<file path="src/rtl/mem_ram_ctrl_pkg.sv">
// rtl/mem_ram_ctrl_pkg.sv - shared bus widths and state encoding for the MEM-stage RAM controller
package mem_ram_ctrl_pkg;

    localparam int DATA_BUS_WIDTH    = 32;
    localparam int ADDR_BUS_WIDTH    = 32;
    localparam int MEM_SEL_BUS_WIDTH = 4;

    typedef enum logic [1:0] {
        MRC_IDLE = 2'd0,
        MRC_REQ  = 2'd1,
        MRC_DONE = 2'd2
    } mrc_state_e;

endpackage

</file>
<file path="src/rtl/mem_store_align.sv">
// rtl/mem_store_align.sv - byte-lane shifter placing right-justified store data on its address lane
module mem_store_align
    import mem_ram_ctrl_pkg::*;
#(
    parameter int DATA_WIDTH = DATA_BUS_WIDTH
) (
    input  logic [1:0]            byte_offset,
    input  logic [DATA_WIDTH-1:0] data,
    output logic [DATA_WIDTH-1:0] shifted_data
);

    // Lane k of the word holds byte address offset k, so shift left by 8*offset.
    assign shifted_data = data << {byte_offset, 3'b000};

endmodule

</file>
<file path="src/rtl/mem_ram_ctrl.sv">
// rtl/mem_ram_ctrl.sv - MEM-stage initiator that issues handshaked data-RAM accesses and stalls until done
module mem_ram_ctrl
    import mem_ram_ctrl_pkg::*;
#(
    parameter int DATA_WIDTH     = DATA_BUS_WIDTH,
    parameter int ADDR_WIDTH     = ADDR_BUS_WIDTH,
    parameter int SEL_WIDTH      = MEM_SEL_BUS_WIDTH,
    parameter int TIMEOUT_CYCLES = 64
) (
    input  logic                  clk,
    input  logic                  rst,
    input  logic                  flush,
    input  logic                  stall_in,
    input  logic                  mem_read_flag_in,
    input  logic                  mem_write_flag_in,
    input  logic [SEL_WIDTH-1:0]  mem_sel_in,
    input  logic [ADDR_WIDTH-1:0] address_in,
    input  logic [DATA_WIDTH-1:0] write_data_in,
    input  logic                  ram_ready,
    input  logic [DATA_WIDTH-1:0] ram_read_data,
    output logic                  ram_en,
    output logic [SEL_WIDTH-1:0]  ram_write_en,
    output logic [ADDR_WIDTH-1:0] ram_addr,
    output logic [DATA_WIDTH-1:0] ram_write_data,
    output logic                  stall_request,
    output logic [DATA_WIDTH-1:0] ram_read_data_out,
    output logic                  bus_error
);

    localparam int CNT_W = (TIMEOUT_CYCLES > 2) ? $clog2(TIMEOUT_CYCLES) : 1;
    localparam logic [CNT_W-1:0] CNT_LAST = CNT_W'(TIMEOUT_CYCLES - 1);

    mrc_state_e            state;
    logic [CNT_W-1:0]      wait_cnt;
    logic                  xfer_write;
    logic                  abandoned;
    logic                  req;
    logic                  abandon_now;
    logic [DATA_WIDTH-1:0] shifted_wdata;

    // A write wins when both flags are set; flush cancels the instruction before issue.
    assign req         = (mem_read_flag_in | mem_write_flag_in) & ~flush;
    // A flush arriving in the completing cycle still abandons the result.
    assign abandon_now = abandoned | flush;

    mem_store_align #(
        .DATA_WIDTH (DATA_WIDTH)
    ) u_store_align (
        .byte_offset  (address_in[1:0]),
        .data         (write_data_in),
        .shifted_data (shifted_wdata)
    );

    // Freeze the pipeline from the request cycle until the RAM answers or times out.
    always_comb begin
        stall_request = 1'b0;
        if (!rst) begin
            case (state)
                MRC_IDLE: stall_request = req;
                MRC_REQ:  stall_request = 1'b1;
                default:  stall_request = 1'b0;
            endcase
        end
    end

    // Access FSM: latch the request, hold it on the bus until ready or timeout, then present the result.
    always_ff @(posedge clk) begin
        if (rst) begin
            state             <= MRC_IDLE;
            wait_cnt          <= '0;
            xfer_write        <= 1'b0;
            abandoned         <= 1'b0;
            ram_en            <= 1'b0;
            ram_write_en      <= '0;
            ram_addr          <= '0;
            ram_write_data    <= '0;
            ram_read_data_out <= '0;
            bus_error         <= 1'b0;
        end else begin
            bus_error <= 1'b0;
            case (state)
                MRC_IDLE: begin
                    if (req) begin
                        state          <= MRC_REQ;
                        wait_cnt       <= '0;
                        abandoned      <= 1'b0;
                        xfer_write     <= mem_write_flag_in;
                        ram_en         <= 1'b1;
                        ram_write_en   <= mem_write_flag_in ? mem_sel_in : '0;
                        ram_addr       <= {address_in[ADDR_WIDTH-1:2], 2'b00};
                        ram_write_data <= shifted_wdata;
                    end
                end
                MRC_REQ: begin
                    if (flush) begin
                        abandoned <= 1'b1;
                    end
                    if (ram_ready) begin
                        ram_en       <= 1'b0;
                        ram_write_en <= '0;
                        if (!xfer_write && !abandon_now) begin
                            ram_read_data_out <= ram_read_data;
                        end
                        state <= abandon_now ? MRC_IDLE : MRC_DONE;
                    end else if (wait_cnt == CNT_LAST) begin
                        ram_en       <= 1'b0;
                        ram_write_en <= '0;
                        bus_error    <= 1'b1;
                        if (!abandon_now) begin
                            ram_read_data_out <= '0;
                        end
                        state <= abandon_now ? MRC_IDLE : MRC_DONE;
                    end else begin
                        wait_cnt <= wait_cnt + 1'b1;
                    end
                end
                MRC_DONE: begin
                    if (!stall_in) begin
                        state <= MRC_IDLE;
                    end
                end
                default: state <= MRC_IDLE;
            endcase
        end
    end

endmodule
</file>
<file path="config.mk">
export PLATFORM = sky130hd
export DESIGN_NAME = mem_ram_ctrl
export DESIGN_NICKNAME = d
export VERILOG_FILES = /design/src/rtl/mem_ram_ctrl_pkg.sv /design/src/rtl/mem_store_align.sv /design/src/rtl/mem_ram_ctrl.sv
export SDC_FILE = /design/constraint.sdc
export NUM_CORES = 1
export LEC_CHECK = 0
export BUFFER_PORTS_ARGS = -buffer_cell sky130_fd_sc_hd__buf_2
export CAP_MARGIN = 20
export CELL_PAD_IN_SITES_DETAIL_PLACEMENT = 1
export CELL_PAD_IN_SITES_GLOBAL_PLACEMENT = 2
export CORE_UTILIZATION = 25
export CTS_CLUSTER_DIAMETER = 100
export CTS_CLUSTER_SIZE = 30
export DETAILED_ROUTE_END_ITERATION = 10
export PLACE_DENSITY = 0.78
export RECOVER_POWER = 25
export SLEW_MARGIN = 25
export SYNTH_ARGS = -nofsm -noshare
export SYNTH_HDL_FRONTEND = slang
export SYNTH_SLANG_ARGS = --single-unit
export TNS_END_PERCENT = 10
</file>
<file path="constraint.sdc">
create_clock -name clk -period 1.75 [get_ports clk]
set_input_delay 0.175 -clock clk [delete_from_list [all_inputs] [get_ports clk]]
set_output_delay 0.175 -clock clk [all_outputs]
set_load 0.01 [all_outputs]
</file>
# Word level (Yosys, flattened, before mapping)
# Cells that the tools add are included.
# totals
reg_bits,110
latch_bits,0
mem_bits_rw,0
mem_bits_ro,0
inputBits,107
out_inout_bits,103
wordCells,70
mem_count,0
# op_classes
n_addsub,1
mul,0
n_div,0
n_lt_le_gt_ge,0
eq_ne,11
shift,1
n_mux,29
bitwise_logic,5
reduce_logical,13
# op_table
op,n
32-bit 2-to-1 mux,4
32-bit by 5-bit << shifter with 32-bit output,1
6-bit 2-to-1 mux,3
4-bit 2-to-1 mux,4
"2-bit inequality test, second input constant",6
6-bit one-hot mux with 2 select lines,1
2-bit 2-to-1 mux,5
3-bit AND reduction,3
4-bit one-hot mux with 2 select lines,1
4-bit AND reduction,2
1-bit 2-to-1 mux,7
"6-bit by 1-bit adder with 6-bit output, second input constant",1
"6-bit equality test, second input constant",1
1-bit one-hot mux with 2 select lines,3
2-bit one-hot mux with 3 select lines,1
2-bit nonzero test,2
"3-bit inequality test, second input constant",1
3-bit OR reduction,1
"2-bit by 1-bit equality test with 1-bit output, second input constant",1
"2-bit equality test, second input constant",1
1-bit logical NOT,2
2-bit logical NOT,1
"2-bit by 1-bit inequality test with 1-bit output, second input constant",1
1-bit NOT,2
other kinds (4),5

# Logic depth before layout (Yosys ltp)
# depth
depth_word,5
mapped_depth,6
depth_no_buf,5

# By module
# Synthesis repeated with hierarchy kept, for this count alone.
# hier_totals
hier_cells,489
area_unflattened_um2,4431.8
# modules_own_cells
mod,n_inst,cells_each,area_per_inst_um2,seq_area_each_um2
mem_ram_ctrl,1,424,3852.4,2202.1
mem_store_align,1,65,579.3,0.0

# Worst setup path before layout
# No wires, ideal clock.
# synth_path
path_type,flip-flop to output port
start,reg state[1]
end,out stall_request
arrival_ns,1.393
required_ns,1.575
slack_ns,0.182
path_stages_with_launch,4
n_path_buf,0
cell_sequence,dfxtp_1 > or3_1 > o21ai_0 > nor3b_1
# synth_via
elab_chain_cells,3
word_cells_on_any_way,4
classes_between,1 x eq/ne; 2 x mux; 1 x reduce/logical
# synth_rtl
element,line,source
start: declaration,mem_ram_ctrl.sv:33,mrc_state_e state;
start signal: assignment,mem_ram_ctrl.sv:104,state <= abandon_now ? MRC_IDLE : MRC_DONE;
start signal: assignment,mem_ram_ctrl.sv:112,state <= abandon_now ? MRC_IDLE : MRC_DONE;
2-bit by 1-bit equality test with 1-bit output / 2-bit logical NOT (equally long branches),mem_ram_ctrl.sv:58,case (state)
1-bit one-hot mux with 2 select lines (*),mem_ram_ctrl.sv:58,
1-bit 2-to-1 mux (*),mem_ram_ctrl.sv:57,if (!rst) begin
end: declaration,mem_ram_ctrl.sv:25,"output logic stall_request,"
# Mark *: on every way between the ends. The rest lies on a longest branch, timed or not.

# Final worst setup path
# layout_path
start,reg state[0]
end,out stall_request
# The elaborated chain is that of the path after synthesis.

==> results by group <==
STA
  • Fin crit period: 1.761 ns
  • Final hold vios: 0
  • Max-Slew Margin vs Limit: 58.47%
  • Final worst setup slack: -0.01071 ns
  • RSZ-0062 raised after global routing: true
  • Count of final setup violators: 1
  • Fin. max-slew vios: 0
  • Hold WS: 0.03521 ns
  • Worst Tran Pin Value: 0.6207 ns
  • Final Cycle Share: 100.6%
  • Max Fclk: 0.5680 GHz
  • Clk_skew: 0.009953 ns

Worst setup path
  • Setup crit end kind: primary output
  • Crit path max fanout: 8
  • CP startpoint: state[0]
  • R2r startpoint: state[0]
  • Crit-path cells: or3_4 -> o21ai_4 -> nor3b_4 -> buf_2
  • Reg-to-Reg End: ram_write_data[22]
  • Crit path DAT: 1.59 ns
  • Worst-case reg-to-reg path depth: 6
  • Reg2Reg Setup Slack: 0.07 ns
  • Kind of critical path: flip-flop to primary output
  • Critical-path top delay cell: or3_4
  • CP peak stage delay: 0.39 ns
  • Critical path launch point type: flip-flop
  • Worst EP required: 1.57 ns

Pwr
  • Power Internal: 4.154 mW
  • Comb pwr share: 14.3%
  • Leakage: 2.517 nW
  • Net switching power: 1.461 mW
  • Reg power frac: 47.6%
  • Sw Share: 26.02%
  • Clock power frac: 38.1%
  • P per Cell Area: 942.1 nW/µm²
  • Peak supply drop: 0.0004357 V

Detailed routing
  • Total number of vias: 4,246
  • Wire per inst: 15.83 µm
  • DR vias/cell: 4.723
  • Drt total wl: 14,230 µm
  • First drt pass iteration count: 4
  • Number of DRC markers in iteration 0: 164
  • DR DRC count: 0
  • Antenna Nets Post-Route: 0

Clock tree
  • Post-CTS Hold Buffers: 0
  • Clock root cell: clkbuf_16
  • CTS Buf Count: 9
  • H-Tree Depth: 3
  • Longest Clk Path Bufs: 2
  • Clock transition at path regs: 0.07 ns
  • Clk sink count: 110
  • Clk_lat worst skew: 0.35 ns
  • CTS tree: built

Logic synthesis
  • Area share of the largest cell type after synthesis: 51.06%
  • List of most frequent post-synthesis cells: dfxtp_1 (110), nand2_1 (96), a21oi_1 (69), a22o_1 (36), nor2_1 (20)
  • Number of synthesis warnings: 0
  • Number of synthesized flops with an enable pin: 0
  • #FFs+latches synth: 110
  • Synth cell types: 40
  • Synthesized instance count: 474
  • Avg Inst Size Synth: 9.099 µm²
  • Async SR Flop Fraction: 0%
  • Dominant cells by area after synthesis: dfxtp_1 (51%), nand2_1 (8.4%), a21oi_1 (8.0%), a22o_1 (7.3%), mux2i_1 (3.7%)
  • Largest area contributor in the netlist: dfxtp_1
  • Synthesized area: 4313 µm²
  • Count leader, synth: dfxtp_1
  • Register area share after synthesis: 51.06%
  • Ys flop type: dfxtp_1

Cells and area
  • Nets: 782
  • # fillers: 2,067
  • Area grow syn2layout: 38.21%
  • Final Non-Filler Cells: 899
  • Layout cells sized above 1: 31.66%
  • Antenna Cells: 0

Run
  • Max_cap viols: 0

Floorplan
  • Core Region: 16,700 µm²
  • Die width: 133.3 µm
  • Rows: 47
  • I/O pins: 210
  • Initial core utilization: 25.82%
  • Die area: 17,780 µm²
  • Die height: 133.3 µm

Placement
  • Final GP Congestion: 0.7749
  • # port buffers: 207
  • Cells after DPL: 881
  • Worst slack, placed: 0.01796 ns
  • DP HPWL: 10,700 µm

Hold path
  • Hold Path Origin: mem_sel_in[3]
  • Worst Hold End: ram_write_en[3]
  • Min-Delay Path Depth: 2
  • Tightest Hold Check Type: primary input to flip-flop

GRT
  • First-pass GRT wire length: 22,350 µm
  • Initial antenna violation count: 1
  • Global route overflow: 0
  • Overall routing resource usage: 15.84%
  • Vias in the first global route: 4,350
  • Largest net degree at the start of global routing: 50

Status
  • Status: finished with violations
  • Failing checks: negative setup slack
[critical path: cells and delay by family (launching register included)]
| family | cells | cell delay [ns] |
|---|---|---|
| DFF | 1 | 0.37 |
| buffers and inverters | 1 | 0.16 |
| and+or+nand+nor | 2 | 0.57 |
| AOI/OAI and AO/OA | 1 | 0.14 |
[routing by layer]
layer	vias to the layer above	routed length, µm	global-route usage [%]
met5	-	10	0
met4	2	345	7.260
met3	26	800	3.767
met2	132	6981	26.82
met1	2011	6094	18.92
li1	2075	-	-
[through the flow]
| step | cell area [µm²] | TNS [ns] | utilization [%] | power (mW) |
|---|---|---|---|---|
| final | 5961 | -0.01071 | 35.69 | 5.616 |
| after global routing | 5961 | -0.08885 | 35.69 | 5.888 |
| after CTS | 5991 | 0 | 35.87 | 5.714 |
| after detailed placement | 5635 | 0 | 33.74 | 3.532 |
| after global placement | 5635 | 0 | 33.74 | 3.508 |
| after floorplan | 4317 | 0 | - | 3.140 |
[worst max-delay path by stage]
stage / endpoint / slack, ns / depth (start not counted)
after floorplan: stall_request / 0.18 / 3
after global placement: stall_request / 0.09 / 4
after detailed placement: stall_request / 0.02 / 4
after CTS: stall_request / 0.003 / 4
after global routing: stall_request / -0.09 / 4
final: stall_request / -0.01 / 4
[registers in the layout (all words and copies together) (netlist names)]
register	count
ram_en	1
xfer_write	1
ram_write_data	32
abandoned	1
ram_read_data_out	32
ram_write_en	4
state	2
bus_error	1
ram_addr	30
wait_cnt	6
[layout make-up]
class                      count  area (µm²)  share of cell area [%]
tap                          220       275.3                   4.618
multi-input combinational    327        1971                   33.06
clock buffer                  12       256.5                   4.303
sequential                   110        2210                   37.07
timing repair buffer         226        1194                   20.03
clock inverter                 4       55.05                  0.9236
[cells by family after synthesis]
group,Yosys count,share of synthesized area (%)
AND/OR/NAND/NOR,164,17.52
AO/OA/AOI/OAI,136,20.45
flip-flops,110,51.06
buffers and inverters,38,4.787
multiplexers,24,5.802
adder cells (fa/ha/maj),1,0.2901
other,1,0.08695
[what timing repair did]
action | CTS | global route
setup buffers | 2 | 0
resized for setup | 9 | 7
setup endpoints to repair | 2 | 69
pin swaps | 2 | 3
[cell usage in the layout (no fill, tap or decap), types with 9 or more instances in the layout]
master     instances
a21oi_1           67
a22o_1            36
buf_2            156
buf_4             12
clkbuf_1          52
clkbuf_16          9
dfxtp_1          108
mux2i_1           16
nand2_1           96
nand3_1           15
nor2_1            20
o211ai_1           9
[power groups by stage]
stage	sequential (mW)	clock [mW]	combinational, mW
after floorplan	2.77	0	0.366
after global routing	2.69	2.32	0.881
after global placement	2.73	0	0.781
after detailed placement	2.73	0	0.799
after CTS	2.67	2.23	0.815
final	2.67	2.14	0.801
Power figures use the tool's default switching activity.
